**src/rtl/sfifo_rd_stream.sv**
```systemverilog
// Read-side consumer for the single-clock FIFO: issues pops, captures memory read data
// after RLAT cycles and presents it as a valid/ready stream via a small elastic buffer.
module sfifo_rd_stream #(
  parameter  int DWIDTH = 32,
  parameter  int RLAT   = 1,
  localparam int BDEPTH = RLAT + 1,
  localparam int OW     = $clog2(BDEPTH + 1)
) (
  input  logic              clk,
  input  logic              rst_n,
  input  logic              fifo_empty,
  output logic              fifo_re,
  input  logic [DWIDTH-1:0] mem_rdata,
  input  logic              flush,
  output logic              m_valid,
  input  logic              m_ready,
  output logic [DWIDTH-1:0] m_data,
  output logic [OW-1:0]     occ
);

  localparam int AW = $clog2(2 * BDEPTH + 1);
  localparam int PW = $clog2(BDEPTH);
  localparam logic [PW-1:0] LAST = PW'(BDEPTH - 1);

  logic [RLAT-1:0]   pipe_q, pipe_d;
  logic [OW-1:0]     occ_q, occ_d;
  logic [PW-1:0]     head_q, head_d, tail_q, tail_d;
  logic [DWIDTH-1:0] buf_q [BDEPTH];
  logic [AW-1:0]     inflight, credit_sum;
  logic              pop, deq, cap;

  function automatic logic [PW-1:0] nxt(input logic [PW-1:0] p);
    return (p == LAST) ? '0 : p + 1'b1;
  endfunction

  always_comb begin
    inflight = '0;
    for (int unsigned i = 0; i < RLAT; i++) inflight = inflight + AW'(pipe_q[i]);
  end

  assign m_valid    = (occ_q != '0);
  assign m_data     = buf_q[head_q];
  assign occ        = occ_q;
  assign deq        = m_valid & m_ready;
  assign cap        = pipe_q[RLAT-1];
  // Words already in flight hold a reserved slot, so the buffer can never overflow.
  assign credit_sum = AW'(occ_q) + inflight - AW'(deq);
  assign fifo_re    = rst_n & ~flush & ~fifo_empty & (credit_sum < AW'(BDEPTH));
  assign pop        = fifo_re & ~fifo_empty;

  always_comb begin
    pipe_d    = '0;
    pipe_d[0] = pop;
    for (int unsigned i = 1; i < RLAT; i++) pipe_d[i] = pipe_q[i-1];
    head_d = deq ? nxt(head_q) : head_q;
    tail_d = cap ? nxt(tail_q) : tail_q;
    occ_d  = occ_q + OW'(cap) - OW'(deq);
  end

  always_ff @(posedge clk) begin
    if (!rst_n) begin
      pipe_q <= '0;
      occ_q  <= '0;
      head_q <= '0;
      tail_q <= '0;
      for (int unsigned i = 0; i < BDEPTH; i++) buf_q[i] <= '0;
    end else begin
      assert (occ_q <= OW'(BDEPTH));
      if (cap && !flush) buf_q[tail_q] <= mem_rdata;
      if (flush) begin
        pipe_q <= '0;
        occ_q  <= '0;
        head_q <= '0;
        tail_q <= '0;
      end else begin
        pipe_q <= pipe_d;
        occ_q  <= occ_d;
        head_q <= head_d;
        tail_q <= tail_d;
      end
    end
  end

endmodule

```
**config.mk**
```make
export PLATFORM = sky130hd
export DESIGN_NAME = sfifo_rd_stream
export DESIGN_NICKNAME = d
export VERILOG_FILES = /design/src/rtl/sfifo_rd_stream.sv
export SDC_FILE = /design/constraint.sdc
export NUM_CORES = 1
export LEC_CHECK = 0
export CAP_MARGIN = 20
export CORE_MARGIN = 2
export CORE_UTILIZATION = 30
export CTS_CLUSTER_SIZE = 8
export DETAILED_ROUTE_END_ITERATION = 10
export MAX_ROUTING_LAYER = met4
export PLACE_DENSITY = 0.63
export SETUP_SLACK_MARGIN = 0.4
export SYNTH_ARGS = -nofsm -noshare
export SYNTH_HDL_FRONTEND = slang
export SYNTH_SLANG_ARGS = --single-unit
```
**constraint.sdc**
```tcl
create_clock -name clk -period 3.75 [get_ports clk]
set_input_delay 0.75 -clock clk [delete_from_list [all_inputs] [get_ports clk]]
set_output_delay 0.75 -clock clk [all_outputs]
set_load 0.02 [all_outputs]
```
==> run metrics <==
post-DR wirelength/cell=15.17 um; Antenna Nets Post-Route=0; hpwl dp=roughly 3700 um; worst flop-to-flop path startpoint=occ[1]; crit path max fanout=2; hold_buf cts=0; All-Layer GR Usage=12.54%; I/O Pins=between 70 and 80; largest net degree at the start of global routing=~70; Leak=around 1.7 nW; post-route minimum period=~3300 ps; fillers=~950; sequential area share after synthesis=65.62%; most common flop cell mapped by yosys=edfxtp_1; clk_skew=around 9.3 ps; Rows=37; R2R Path End=cap; Setup CP Type=in2out; Core ar.=slightly above 0.01 mm^2; via count=1944; final worst setup slack=492.2 ps; outcome=finished clean; CP Cell Sequence=clkdlybuf4s15_1 -> o21a_1 -> ha_1 -> inv_1 -> ha_2 -> fa_2 -> xnor2_2 -> nor4b_2 -> buf_4; antenna diode count=0; Synthesis Warnings=0; Tcrit/Tclk final=between 80 and 90%; CTS root buffer=clkbuf_8; Post-synth ARST share=0%; Avg Vias per Cell=4.585; Largest stage delay, worst path=around 370 ps; Max Clk Rate=approximately 310 MHz; WP data required=approximately 3000 ps; FF/Latch Area=~0.002 mm^2; die footprint=~0.011 mm^2; later-pin clock latency in the skew report=approximately 340 ps; RSZ-0062 raised after global routing=no; I/O Buffers=72; vias in the first global route=between 1500 and 2000; Starting Density=a little under a third; leading area contributor after synthesis=edfxtp_1; DP Area=approximately 0.0040 mm^2; CTS Buffer Depth=2; MaxCap Viol Count=0; share of cells above drive strength 1=approximately a fifth; Synth area leaders=edfxtp_1, and3_1, mux2_2, dfxtp_1, clkbuf_1; Final Util=~41%; Synth Register Bits=70; final WL=approximately 6400 um; Worst path slowest cell=fa_2; first drt pass iteration count=4; FF-to-FF path depth=8; post-route insts no fill=about 420; DRT iter0 DRCs=120; cells after synthesis=210; EDFF count, synth=64; global route overflow=0; clock transition at the registers of the reported paths=approximately 70 ps; Multi-input gate area=approximately 0.0010 mm^2; Hold Crit Start=head_q; slack of the worst reg-to-reg path=about 1700 ps; Hold Path Depth=2; pwr dens=between 300 and 400 mW/mm^2; Inst Count DP=406; Synth top area share=slightly above 60%; Place WS=-233.8 ps; final net count=about 320; setup violators final=0; Num CTS Buffers=9; global-route wire length before repair=slightly above 10000 um; Finished Cell Area=approximately 0.0042 mm^2; Mapped Nets=250; VDD IR max=roughly 0.00016 V; Die Ht=105.8 um; H-tree depth=3; Synth-to-Final Area Change=34.26%; Arr. time, crit path=around 2500 ps; Die W=approximately 110 um; Cell Area, Synth=slightly above 0.003 mm^2; Avg Cell Area, Syn=~15 um^2; HP Class=reg2reg; Post-synth top cells=and3_1, edfxtp_1, mux2_2; DRC errors left=0; crit end category=output pin; # clock sinks=70; Worst Max-Slew Pin Slew=838.0 ps; Slew headroom=between 40% and 50%; CTS tree=built; synth unique cells=28; Final Hold Vio Count=0; antenna violations before repair=0; RePlAce Congestion=between 0.6 and 0.7; Slew Limit Fails=0; Critical Path Source Type=input port
[metal layers]
layer	track usage (%)	vias to the layer above	part of all wire (%)
met5	-	-	0
met1	15.95	953	47
li1	-	937	-
met2	18.99	48	47
met4	5.075	0	0.96
met3	3.463	6	4.5
[critical path, delay by kind of cell]
family | cells | cell delay [ps]
xor+xnor | 1 | 160
buf+inv | 3 | 390
compound gates | 1 | 110
simple gates | 1 | 300
fa+ha+maj | 3 | 810
[state kept, by name (all words and copies together), names as in the netlist, named ones only]
name	flops
head_q	1
buf_q	64
tail_q	1
occ	2
cap	1
[area by class of cell]
type | count | area share, %
flip-flops and latches | 70 | 48.91
multi-input cells | 119 | 23.99
repair buffers | 79 | 18.93
well taps | 136 | 4.073
clock buffers | 10 | 3.055
clock inverters | 6 | 0.6888
inverters | 4 | 0.3594
[what timing repair did]
| item | 4_1_cts | 5_1_grt |
|---|---|---|
| resized for setup | 11 | 0 |
| endpoints found under the setup margin | 1 | 0 |
| buffers inserted | 1 | 0 |
[logic make-up after synthesis]
| group | Yosys count | synth area share, % |
|---|---|---|
| multiplexers | 34 | 12.22 |
| adder cells (fa/ha/maj) | 3 | 1.447 |
| XOR/XNOR | 1 | 0.2815 |
| flip-flops | 70 | 65.62 |
| AO/OA/AOI/OAI | 4 | 0.9249 |
| AND/OR/NAND/NOR | 77 | 16.00 |
| buffers and inverters | 21 | 3.498 |
[how the worst max path moves through the flow]
stage	end	from
floorplan	fifo_re	m_ready
global placement	fifo_re	m_ready
detailed placement	fifo_re	m_ready
CTS	fifo_re	m_ready
global route	fifo_re	m_ready
finish	fifo_re	m_ready
[where the power goes]
| part | total [mW] | switching (mW) | internal, mW |
|---|---|---|---|
| registers | 0.891 | 0.00950 | 0.881 |
| logic | 0.186 | 0.0888 | 0.0973 |
| clock network | 0.504 | 0.273 | 0.231 |
[cell usage in the layout, fill, tap and decap left out, types with 2 or more instances in the layout]
cell type,n
and2_1,2
and3_1,64
buf_4,7
clkbuf_8,9
clkdlybuf4s50_1,70
clkinv_1,3
clkinv_2,2
dfxtp_1,5
edfxtp_1,64
inv_1,4
mux2_1,2
mux2_2,30
mux2i_1,2
nand2b_1,2
o21ai_4,2
[through the flow]
stage / power, mW / setup TNS (ps) / hold slack, ps
global placement: 1.090 / -194.1 / 492.9
finish: 1.581 / 0 / 516.6
global route: 1.651 / 0 / 566.2
CTS: 1.597 / 0 / 515.6
detailed placement: 1.092 / -233.8 / 505.6
floorplan: 0.9895 / 0 / 480.6
No activity file was read; power rests on OpenSTA's default activity.
==> edit: new RTL, same flow settings <==
Set the parameter `RLAT` to 2 (it was 1).
--- a/src/rtl/sfifo_rd_stream.sv
+++ b/src/rtl/sfifo_rd_stream.sv
@@ -2,7 +2,7 @@
 // after RLAT cycles and presents it as a valid/ready stream via a small elastic buffer.
 module sfifo_rd_stream #(
   parameter  int DWIDTH = 32,
-  parameter  int RLAT   = 1,
+  parameter  int RLAT   = 2,
   localparam int BDEPTH = RLAT + 1,
   localparam int OW     = $clog2(BDEPTH + 1)
 ) (
Function: changed (a bounded check fails within 4 cycles, from zero or initial values).
==> edit against the unedited design <==
Worst hold slack gained 0.0038 ns; sequential power grew 93%; clock skew shrank 0.0031 ns; clock power grew to 3.9 times the old value; worst setup slack lost 0.036 ns; first-iteration DRC count grew 95%; sequential cell count grew 68; routed wire length grew 100%; design area grew 88%; global-route usage grew 0.61 points; via count grew 75%; total power grew 150%; synthesized area grew 92%; die area grew 88%; largest cell class unchanged; highest routed layer unchanged.
==> edit: results (changes against the unedited design) <==
number of flip-flops in the largest register: 128 (was 64)
HPWL Detailed: 7.88 mm (was 3.67 mm)
Ant. Diodes: 0 (unchanged)
largest reg by FF count: buf_q (unchanged)
placed cells: 695 (was 406)
number of buffers created by CTS: 17 (was 9)
library cells used by synthesis: 27 (was 28)
clk_lat worst skew: 0.42 ns (was 0.34 ns)
worst hold path type: reg2reg (unchanged)
Slew Limit Headroom: 48.3% (was 44.1%)
gr usage total: 13.1% (was 12.5%)
R2R setup slack: 1.63 ns (was 1.70 ns)
Synth area leaders: edfxtp_1, mux4_2, nor3_1 (was edfxtp_1, and3_1, mux2_2)
placer congestion estimate: 0.701 (was 0.688)
Post-layout nets: 494 (was 323)
DR pass1 iterations: 4 (unchanged)
GRT met3 Usage: 3.87% (was 3.46%)
ys async rst share: 0% (unchanged)
Post-synth top cells: edfxtp_1, nor3_1, inv_1 (was and3_1, edfxtp_1, mux2_2)
vias in the first global route: 3737 (was 1923)
largest net degree at the start of global routing: 41 (was 69)
Clock Path Buffers: 2 (unchanged)
CP arrival: 2.54 ns (was 2.51 ns)
largest fanout on the critical path: 2 (unchanged)
port bufs: 72 (unchanged)
Leak: 2.62 nW (was 1.73 nW)
Clock transition at path regs: 0.06 ns
met1 usage: 14.7% (was 15.9%)
first-pass GRT wire length: 20.2 mm (was 10.2 mm)
post-synthesis cell count: 369 (was 210)
H-Tree Depth: 4 (was 3)
maximum vdd ir drop: 0.320 mV (was 0.164 mV)
Post-synth EDFFs: 128 (was 64)
outcome: finished clean (unchanged)
WHS: 0.520 ns (was 0.517 ns)
vias per cell: 4.67 (was 4.58)
Post-Layout Cell Count: 730 (was 424)
share of cells above drive strength 1: 28.0% (was 21.2%)
syn nets: 411 (was 250)
Iter 0 DRT Violations: 234 (was 120)
met2 Resource Use GR: 22.1% (was 19.0%)
clk_skew: 0.00616 ns (was 0.00928 ns)
part of the Yosys area used for sequential elements: 67.6% (was 65.6%)
initial antenna violation count: 0 (unchanged)
Synthesis Warnings: 0 (unchanged)
Avg WL per Cell: 17.6 um (was 15.2 um)
CTS Root Cell: clkbuf_16 (was clkbuf_8)
## edit: cell types whose count changed after synthesis, sizes merged, moves of 11 or more
cell,before,now
mux4,0,32
nor3,0,96
and3,64,0
mux2,32,0
inv,4,41
edfxtp,64,128
buf,6,17
## edit: path summary, 6_finish.rpt
kind | from | to | depth (start not counted)
worst max register to register | occ[1] | pipe_q[0] | 6
worst min register to register | tail_q[1] | tail_q[1] | 2
worst max-delay path | m_ready | fifo_re | 8
worst min-delay path | tail_q[1] | tail_q[1] | 2
## edit: metal layers
metal | vias up | part of all wire [%]
li1 | 1577 | -
met2 | 82 | 52
met5 | - | 0
met1 | 1729 | 43
met3 | 21 | 4.0
met4 | 0 | 1.6
## edit: final cells by class
class                   count  area, um^2
clock buffers              17         425
inverters                  41         154
well taps                 265         332
fillers                  1811       11700
flip-flops and latches    138        4050
multi-input cells         160        1720
clock inverters            15         277
repair buffers             94         903
## edit: power breakdown
group | total, mW | internal [mW] | switching [mW]
Sequential | 1.72 | 1.71 | 0.00947
Combinational | 0.209 | 0.0938 | 0.115
Clock | 1.99 | 1.37 | 0.616
## edit: timing repair
action / CTS / global route
resized for setup: 13 / 2
setup buffers: 3 / 0
pin swaps: 5 / 4
endpoints found under the setup margin: 1 / 1
endpoints found under the hold margin: 0 / 0
## edit: through the flow
step	setup WS, ns	power, mW	area, um^2	setup TNS [ns]
3_3_place_gp	-0.422	1.96	7120	-0.422
6_report	0.457	3.92	7860	0
2_1_floorplan	0.493	1.86	6010	0
5_1_grt	0.389	4.03	7860	0
3_5_place_dp	-0.423	1.97	7120	-0.423
4_1_cts	0.281	3.96	7840	0
## edit: critical path, cell delays in order
cell and delay, ns:
buf_2 0.08, o21a_1 0.18, ha_4 0.22, fa_2 0.33
inv_2 0.06, fa_2 0.46, a2111oi_4 0.29, buf_4 0.19
## edit: logic make-up (layout without fill, tap and decap cells)
group	after synthesis	after routing	synth area share, %
DFF	138	138	67.6
and+or+nand+nor	111	111	12.1
xor gates and xnor gates	2	2	0.523
buffers and inverters	71	167	5.21
AOI/OAI and AO/OA	8	8	0.878
muxes	34	34	12.4
adders and majority gates	5	5	1.30
